===== config.mk =====
export PLATFORM = sky130hd
export DESIGN_NAME = fpdiv_issue
export DESIGN_NICKNAME = d
export VERILOG_FILES = /design/src/rtl/fpdiv_pkg.sv /design/src/rtl/fp_classify.sv /design/src/rtl/fpdiv_issue.sv
export SDC_FILE = /design/constraint.sdc
export NUM_CORES = 1
export LEC_CHECK = 0
export BUFFER_PORTS_ARGS = -buffer_cell sky130_fd_sc_hd__clkbuf_2
export CAP_MARGIN = 10
export CORE_ASPECT_RATIO = 1.1
export CORE_MARGIN = 4
export CORE_UTILIZATION = 47
export CTS_CLUSTER_SIZE = 10
export DETAILED_ROUTE_END_ITERATION = 16
export PLACE_DENSITY = 0.8
export SLEW_MARGIN = 20
export SYNTH_ARGS = -nofsm -noshare
export SYNTH_HDL_FRONTEND = slang
export SYNTH_SLANG_ARGS = --single-unit
export TNS_END_PERCENT = 100

===== constraint.sdc =====
create_clock -name CLOCK -period 2.1 [get_ports CLOCK]
set_input_delay 0.105 -clock CLOCK [delete_from_list [all_inputs] [get_ports CLOCK]]
set_output_delay 0.105 -clock CLOCK [all_outputs]
set_load 0.02 [all_outputs]

===== src/rtl/fpdiv_pkg.sv =====
`default_nettype none
// +----------------------------------------------------------------------+
// | fpdiv_pkg : shared state encoding, exception codes and IEEE consts    |
// | Revision  : 1.0                                                       |
// +----------------------------------------------------------------------+
package fpdiv_pkg;

  typedef enum logic [1:0] {
    IDLE     = 2'd0,
    CLASSIFY = 2'd1,
    WAIT     = 2'd2,
    RESP     = 2'd3
  } state_t;

  localparam logic [1:0]  EXC_NONE = 2'b00;
  localparam logic [1:0]  EXC_DZ   = 2'b01;
  localparam logic [1:0]  EXC_INV  = 2'b10;
  localparam logic [1:0]  EXC_OVF  = 2'b11;

  localparam logic [31:0] QNAN     = 32'h7FC0_0000;
  localparam logic [7:0]  EXP_MAX  = 8'hFF;

endpackage
`default_nettype wire


===== src/rtl/fp_classify.sv =====
`default_nettype none
// +----------------------------------------------------------------------+
// | fp_classify : combinational decode of one single-precision operand    |
// | Revision    : 1.0                                                     |
// +----------------------------------------------------------------------+
module fp_classify
  import fpdiv_pkg::*;
(
  input  logic [31:0] i_value,
  output logic        is_zero,
  output logic        is_inf,
  output logic        is_nan,
  output logic        is_sub
);

  logic [7:0] w_exp;
  logic       w_frac_nz;

  assign w_exp     = i_value[30:23];
  assign w_frac_nz = |i_value[22:0];

  assign is_zero = (w_exp == 8'd0)    && !w_frac_nz;
  assign is_sub  = (w_exp == 8'd0)    &&  w_frac_nz;
  assign is_inf  = (w_exp == EXP_MAX) && !w_frac_nz;
  assign is_nan  = (w_exp == EXP_MAX) &&  w_frac_nz;

endmodule
`default_nettype wire


===== src/rtl/fpdiv_issue.sv =====
`default_nettype none
// +----------------------------------------------------------------------+
// | fpdiv_issue : operand issue, special-case handling and result hold    |
// | Revision    : 1.0                                                     |
// +----------------------------------------------------------------------+
module fpdiv_issue
  import fpdiv_pkg::*;
#(
  parameter int LATENCY = 4
) (
  input  logic        CLOCK,
  input  logic        RESET,
  input  logic        IN_VALID,
  output logic        IN_READY,
  input  logic [31:0] InputA,
  input  logic [31:0] InputB,
  output logic [31:0] DIV_A,
  output logic [31:0] DIV_B,
  input  logic [31:0] DIV_RESULT,
  output logic        OUT_VALID,
  input  logic        OUT_READY,
  output logic [31:0] AbyB,
  output logic [1:0]  EXCEPTION,
  output logic        DONE
);

  localparam logic [4:0] c_cnt_init = 5'(LATENCY - 1);

  state_t      r_state, w_next;
  logic [4:0]  r_cnt;
  logic [31:0] r_div_a, r_div_b, r_aby_b;
  logic [1:0]  r_exc;
  logic        r_out_valid;

  logic        w_a_is_zero, w_a_is_inf, w_a_is_nan, w_a_is_sub;
  logic        w_b_is_zero, w_b_is_inf, w_b_is_nan, w_b_is_sub;
  logic        w_a_zero, w_b_zero, w_sign;
  logic        w_special;
  logic [31:0] w_spec_res, w_cap_res;
  logic [1:0]  w_spec_exc, w_cap_exc;
  logic        w_unused_sign;

  fp_classify u_cls_a (
    .i_value (r_div_a),
    .is_zero (w_a_is_zero),
    .is_inf  (w_a_is_inf),
    .is_nan  (w_a_is_nan),
    .is_sub  (w_a_is_sub)
  );

  fp_classify u_cls_b (
    .i_value (r_div_b),
    .is_zero (w_b_is_zero),
    .is_inf  (w_b_is_inf),
    .is_nan  (w_b_is_nan),
    .is_sub  (w_b_is_sub)
  );

  // Subnormals are flushed to zero before any special-case decision.
  assign w_a_zero      = w_a_is_zero | w_a_is_sub;
  assign w_b_zero      = w_b_is_zero | w_b_is_sub;
  assign w_sign        = r_div_a[31] ^ r_div_b[31];
  assign w_unused_sign = DIV_RESULT[31];

  always_comb begin
    w_special  = 1'b1;
    w_spec_res = '0;
    w_spec_exc = EXC_NONE;
    if (w_a_is_nan || w_b_is_nan) begin
      w_spec_res = QNAN;
      w_spec_exc = EXC_INV;
    end else if ((w_a_zero && w_b_zero) || (w_a_is_inf && w_b_is_inf)) begin
      w_spec_res = QNAN;
      w_spec_exc = EXC_INV;
    end else if (w_b_zero && !w_a_is_inf) begin
      w_spec_res = {w_sign, EXP_MAX, 23'd0};
      w_spec_exc = EXC_DZ;
    end else if (w_a_is_inf) begin
      w_spec_res = {w_sign, EXP_MAX, 23'd0};
      w_spec_exc = EXC_OVF;
    end else if (w_b_is_inf || w_a_zero) begin
      w_spec_res = {w_sign, 31'd0};
      w_spec_exc = EXC_NONE;
    end else begin
      w_special  = 1'b0;
    end
  end

  always_comb begin
    w_cap_res = {w_sign, DIV_RESULT[30:0]};
    w_cap_exc = EXC_NONE;
    if (DIV_RESULT[30:23] == EXP_MAX) begin
      w_cap_res = {w_sign, EXP_MAX, 23'd0};
      w_cap_exc = EXC_OVF;
    end
  end

  always_ff @(posedge CLOCK or negedge RESET) begin
    if (!RESET) r_state <= IDLE;
    else        r_state <= w_next;
  end

  always_comb begin
    w_next = r_state;
    case (r_state)
      IDLE:     if (IN_VALID) w_next = CLASSIFY;
      CLASSIFY: w_next = w_special ? RESP : WAIT;
      WAIT:     if (r_cnt == 5'd0) w_next = RESP;
      RESP:     if (OUT_READY) w_next = IDLE;
      default:  w_next = IDLE;
    endcase
  end

  always_ff @(posedge CLOCK or negedge RESET) begin
    if (!RESET) begin
      r_cnt       <= 5'd0;
      r_div_a     <= '0;
      r_div_b     <= '0;
      r_aby_b     <= '0;
      r_exc       <= EXC_NONE;
      r_out_valid <= 1'b0;
    end else begin
      case (r_state)
        IDLE: begin
          if (IN_VALID) begin
            r_div_a <= InputA;
            r_div_b <= InputB;
          end
        end
        CLASSIFY: begin
          if (w_special) begin
            r_aby_b     <= w_spec_res;
            r_exc       <= w_spec_exc;
            r_out_valid <= 1'b1;
          end else begin
            r_cnt <= c_cnt_init;
          end
        end
        WAIT: begin
          if (r_cnt == 5'd0) begin
            r_aby_b     <= w_cap_res;
            r_exc       <= w_cap_exc;
            r_out_valid <= 1'b1;
          end else begin
            r_cnt <= r_cnt - 5'd1;
          end
        end
        RESP: begin
          if (OUT_READY) r_out_valid <= 1'b0;
        end
        default: ;
      endcase
    end
  end

  assign IN_READY  = (r_state == IDLE);
  assign DONE      = (r_state == RESP) && OUT_READY;
  assign DIV_A     = r_div_a;
  assign DIV_B     = r_div_b;
  assign AbyB      = r_aby_b;
  assign EXCEPTION = r_exc;
  assign OUT_VALID = r_out_valid;

endmodule
`default_nettype wire


==> results.txt <==
----------------------------------------------------
[Drt]
  Routed WL ... roughly 15000 um
  Routed vias/inst ... around 5.1
  First-pass DRT Iterations ... 4
  Post-DR wirelength/cell ... roughly 18 um
  Total via count after detailed routing ... about 4.2k
  Antenna-violating nets left ... 0
  DRC violations left ... 0
  Starting DRT DRC Count ... between 100 and 150

[Job]
  Maxcap violations ... 0

[Timing]
  Final worst path period need ... 2.05 ns
  Setup-violating endpoint count in the final report ... 0
  Number of max-slew violations in the final report ... 0
  Slew Limit Headroom ... roughly 70%
  Final period util ... a little over nine tenths
  Achievable frequency ... a little under 500 MHz
  Measured slew at the worst slew-check pin ... approximately 0.45 ns
  Count of endpoints failing hold in the final timing report ... 0
  Final Skew ... around 0.012 ns
  Final setup TNS ... 0 ns

[Critical path]
  Worst Path Required ... 2.38 ns
  Element type at the critical path start ... flop
  Worst setup path class ... reg -> reg
  Arrival time at the worst endpoint ... ~2.3 ns
  Endpoint class of the critical path ... flop
  Highest fanout seen on the critical path ... 4

[Placed design]
  DPL Wire Length ... about 9100 um
  Number of I/O port buffers ... approximately 200
  Placed insts ... between 700 and 800
  GPL Wtd Cong ... roughly 0.81

[Logic synthesis]
  Fraction of the mapped netlist area in compound gates ... between 8 and 9%
  Net count after synthesis ... between 400 and 500
  Cell taking the most area after synthesis ... sky130_fd_sc_hd__dfrtp_1
  Average cell area after synthesis ... 11.8 sq um
  Main combinational cell family by area after synthesis ... multiplexers
  Post-synthesis xor/xnor area fraction ... less than 1%
  Number of enable-type register cells in the synthesized netlist ... 0
  Count of synthesis-stage warnings from yosys ... 0
  Area share of the leading cell type in the synthesized netlist ... 58.2%
  Synth async-reset ratio ... between 90% and 100%
  Ranking of synthesized cells by area ... sky130_fd_sc_hd__dfrtp_1, sky130_fd_sc_hd__mux2_2, sky130_fd_sc_hd__nand2_1, sky130_fd_sc_hd__nor4_1, sky130_fd_sc_hd__o21ai_1
  Count of unique library cells instantiated by Yosys ... 40
  Share of the yosys chip area belonging to registers ... between 50% and 60%
  Adder and majority cell fraction of the synthesized area ... between 1.5 and 2%
  Synthesis-stage register bit count ... 106
  Synth Instances ... ~390
  Basic-gate share of the synthesized area counting and, or, nand and nor cells ... 13.0%
  Main synth FF type ... sky130_fd_sc_hd__dfrtp_1
  Multiplexer area fraction after synthesis ... 15.8%
  Syn Std Cell Area ... ~4600 sq um

[Min path]
  Type of the most critical hold path ... in -> reg

[Finish]
  Fraction of final layout cells with drive strength greater than 1 ... approximately 46%
  Count of non-filler cells in the finished layout ... 818
  Most frequent cells in the layout ... sky130_fd_sc_hd__clkbuf_2, sky130_fd_sc_hd__dfrtp_1, sky130_fd_sc_hd__dlygate4sd3_1, sky130_fd_sc_hd__mux2_2, sky130_fd_sc_hd__nand2_1
  Layout area overhead ... 53.7%
  Final Net Count ... between 800 and 900
  Number of fill cells ... between 600 and 700
  Most common library cell in the layout ignoring fill and taps ... sky130_fd_sc_hd__clkbuf_2

[GRT]
  Total gr overflow ... 0
  Number of antenna violations at the first check in global routing ... 1
  Global Route Usage Sum ... between 20 and 25%
  Global-route wire length before repair ... 22300 um
  Largest net degree at the start of global routing ... 52
  Via count of the first global-routing pass ... between 4k and 5k

[Floorplanning]
  Top-Level Pins ... between 200 and 250
  Die outline width ... 102 um
  Floorplan die height ... 111 um
  Area of the placeable core ... 9400 sq um
  Starting Density ... between 40% and 50%
  Cell Rows ... 37
  Full die area ... around 11000 sq um

[Clock tree]
  CTS tree ... yes
  Clk sinks ... around 110
  Total clock buffers created by CTS ... 9
  Root cell of the clock tree ... sky130_fd_sc_hd__clkbuf_8
  CTS H-tree depth ... 3
  Clk_lat worst skew ... ~0.36 ns
  Post-CTS clock slew at the launch and capture registers of the worst setup and hold paths ... about 0.10 ns
  Maximum buffer depth of the clock tree ... 2

[Outcome]
  Result of the run ... finished clean

[Power]
  Lkg Pwr ... approximately 3.4 nW
  Power per cell area ... 1510 nW/um^2
  Maximum VDD drop ... a little over 0.0009 V

----------------------------------------------------
[critical path: stages, from the launching register on]
cell	delay, ns
sky130_fd_sc_hd__dfrtp_1	0.44
sky130_fd_sc_hd__buf_4	0.15
sky130_fd_sc_hd__nand4_1	0.11
sky130_fd_sc_hd__nor2_1	0.09
sky130_fd_sc_hd__buf_4	0.16
sky130_fd_sc_hd__o41ai_4	0.34
sky130_fd_sc_hd__nand3_2	0.11
sky130_fd_sc_hd__or4_1	0.41
sky130_fd_sc_hd__a21oi_1	0.16
[logic make-up after synthesis]
group	count (synthesis)
AO/OA/AOI/OAI	60
flip-flops	106
adder cells (fa/ha/maj)	6
AND/OR/NAND/NOR	124
buffers and inverters	23
XOR/XNOR	3
multiplexers	64
[registers in the layout (all words and copies together), names as in the netlist]
| name | count |
|---|---|
| AbyB | 32 |
| DIV_A | 32 |
| DIV_B | 32 |
| EXCEPTION | 2 |
| OUT_VALID | 1 |
| r_cnt | 5 |
| r_state | 2 |
[path summary, 6_finish.rpt]
check	slack [ns]	cells past startpoint	from	to
worst min-delay path	0.02	3	DIV_RESULT[22]	AbyB[22]
max in group asynchronous	1.20	3	RESET	AbyB[6]
min in group asynchronous	0.23	2	RESET	AbyB[11]
worst max-delay path	0.05	8	DIV_A[27]	r_cnt[4]
worst max register to register	0.05	8	DIV_A[27]	r_cnt[4]
worst min register to register	0.49	2	AbyB[21]	AbyB[21]
[power by group]
| group | total, mW | leakage [nW] | internal [mW] | switching, mW |
|---|---|---|---|---|
| clock network | 1.27 | 0.101 | 0.618 | 0.653 |
| registers | 3.96 | 1.31 | 3.05 | 0.902 |
| logic | 5.34 | 2.00 | 2.21 | 3.13 |
| total | 10.6 | 3.41 | 5.88 | 4.69 |
[layout make-up]
class,instances,area [sq um],area share (%)
multi-input combinational,257,1850,26.4
inverter,6,22.5,0.322
clock inverter,2,35.0,0.500
tap,117,146,2.09
clock buffer,14,163,2.32
antenna,1,2.50,0.0357
sequential,106,2650,37.9
timing repair buffer,315,2130,30.4
[Yosys cell counts, drive strengths merged (7+ instances only)]
cell      n
dfrtp   106
mux2     64
nand2    62
o21ai    31
a21oi    15
nor4     15
nor2     14
clkbuf   11
nand4     9
nor3      7
[per-layer routing]
layer | up-vias | global-route usage (%) | part of all wire [%]
met4 | 0 | 10.7 | 2.7
met2 | 214 | 42.2 | 50
met1 | 1957 | 29.4 | 38
met3 | 37 | 6.73 | 8.6
li1 | 1982 | - | -
met5 | - | 0 | 0
[metrics by stage]
step           instance area, sq um  hold WS, ns  power, mW  setup WS, ns  util [%]
4_1_cts                        6900      0.00847       10.3        0.0238      73.5
3_5_place_dp                   5810       0.0880       8.87       -0.0140      61.8
3_3_place_gp                   5810       0.0776       8.67       0.00212      61.8
6_report                       7000       0.0237       10.6        0.0520      74.5
2_1_floorplan                  4560       -0.191       7.03         0.139         -
5_1_grt                        7000       0.0301       11.3       -0.0410      74.5
[timing repair]
action,CTS,global route
setup buffers,1,7
endpoints found under the setup margin,10,33
resized for setup,3,10
hold buffers,87,0
pin swaps,2,3
endpoints found under the hold margin,118,0
Power figures use the tool's default switching activity.
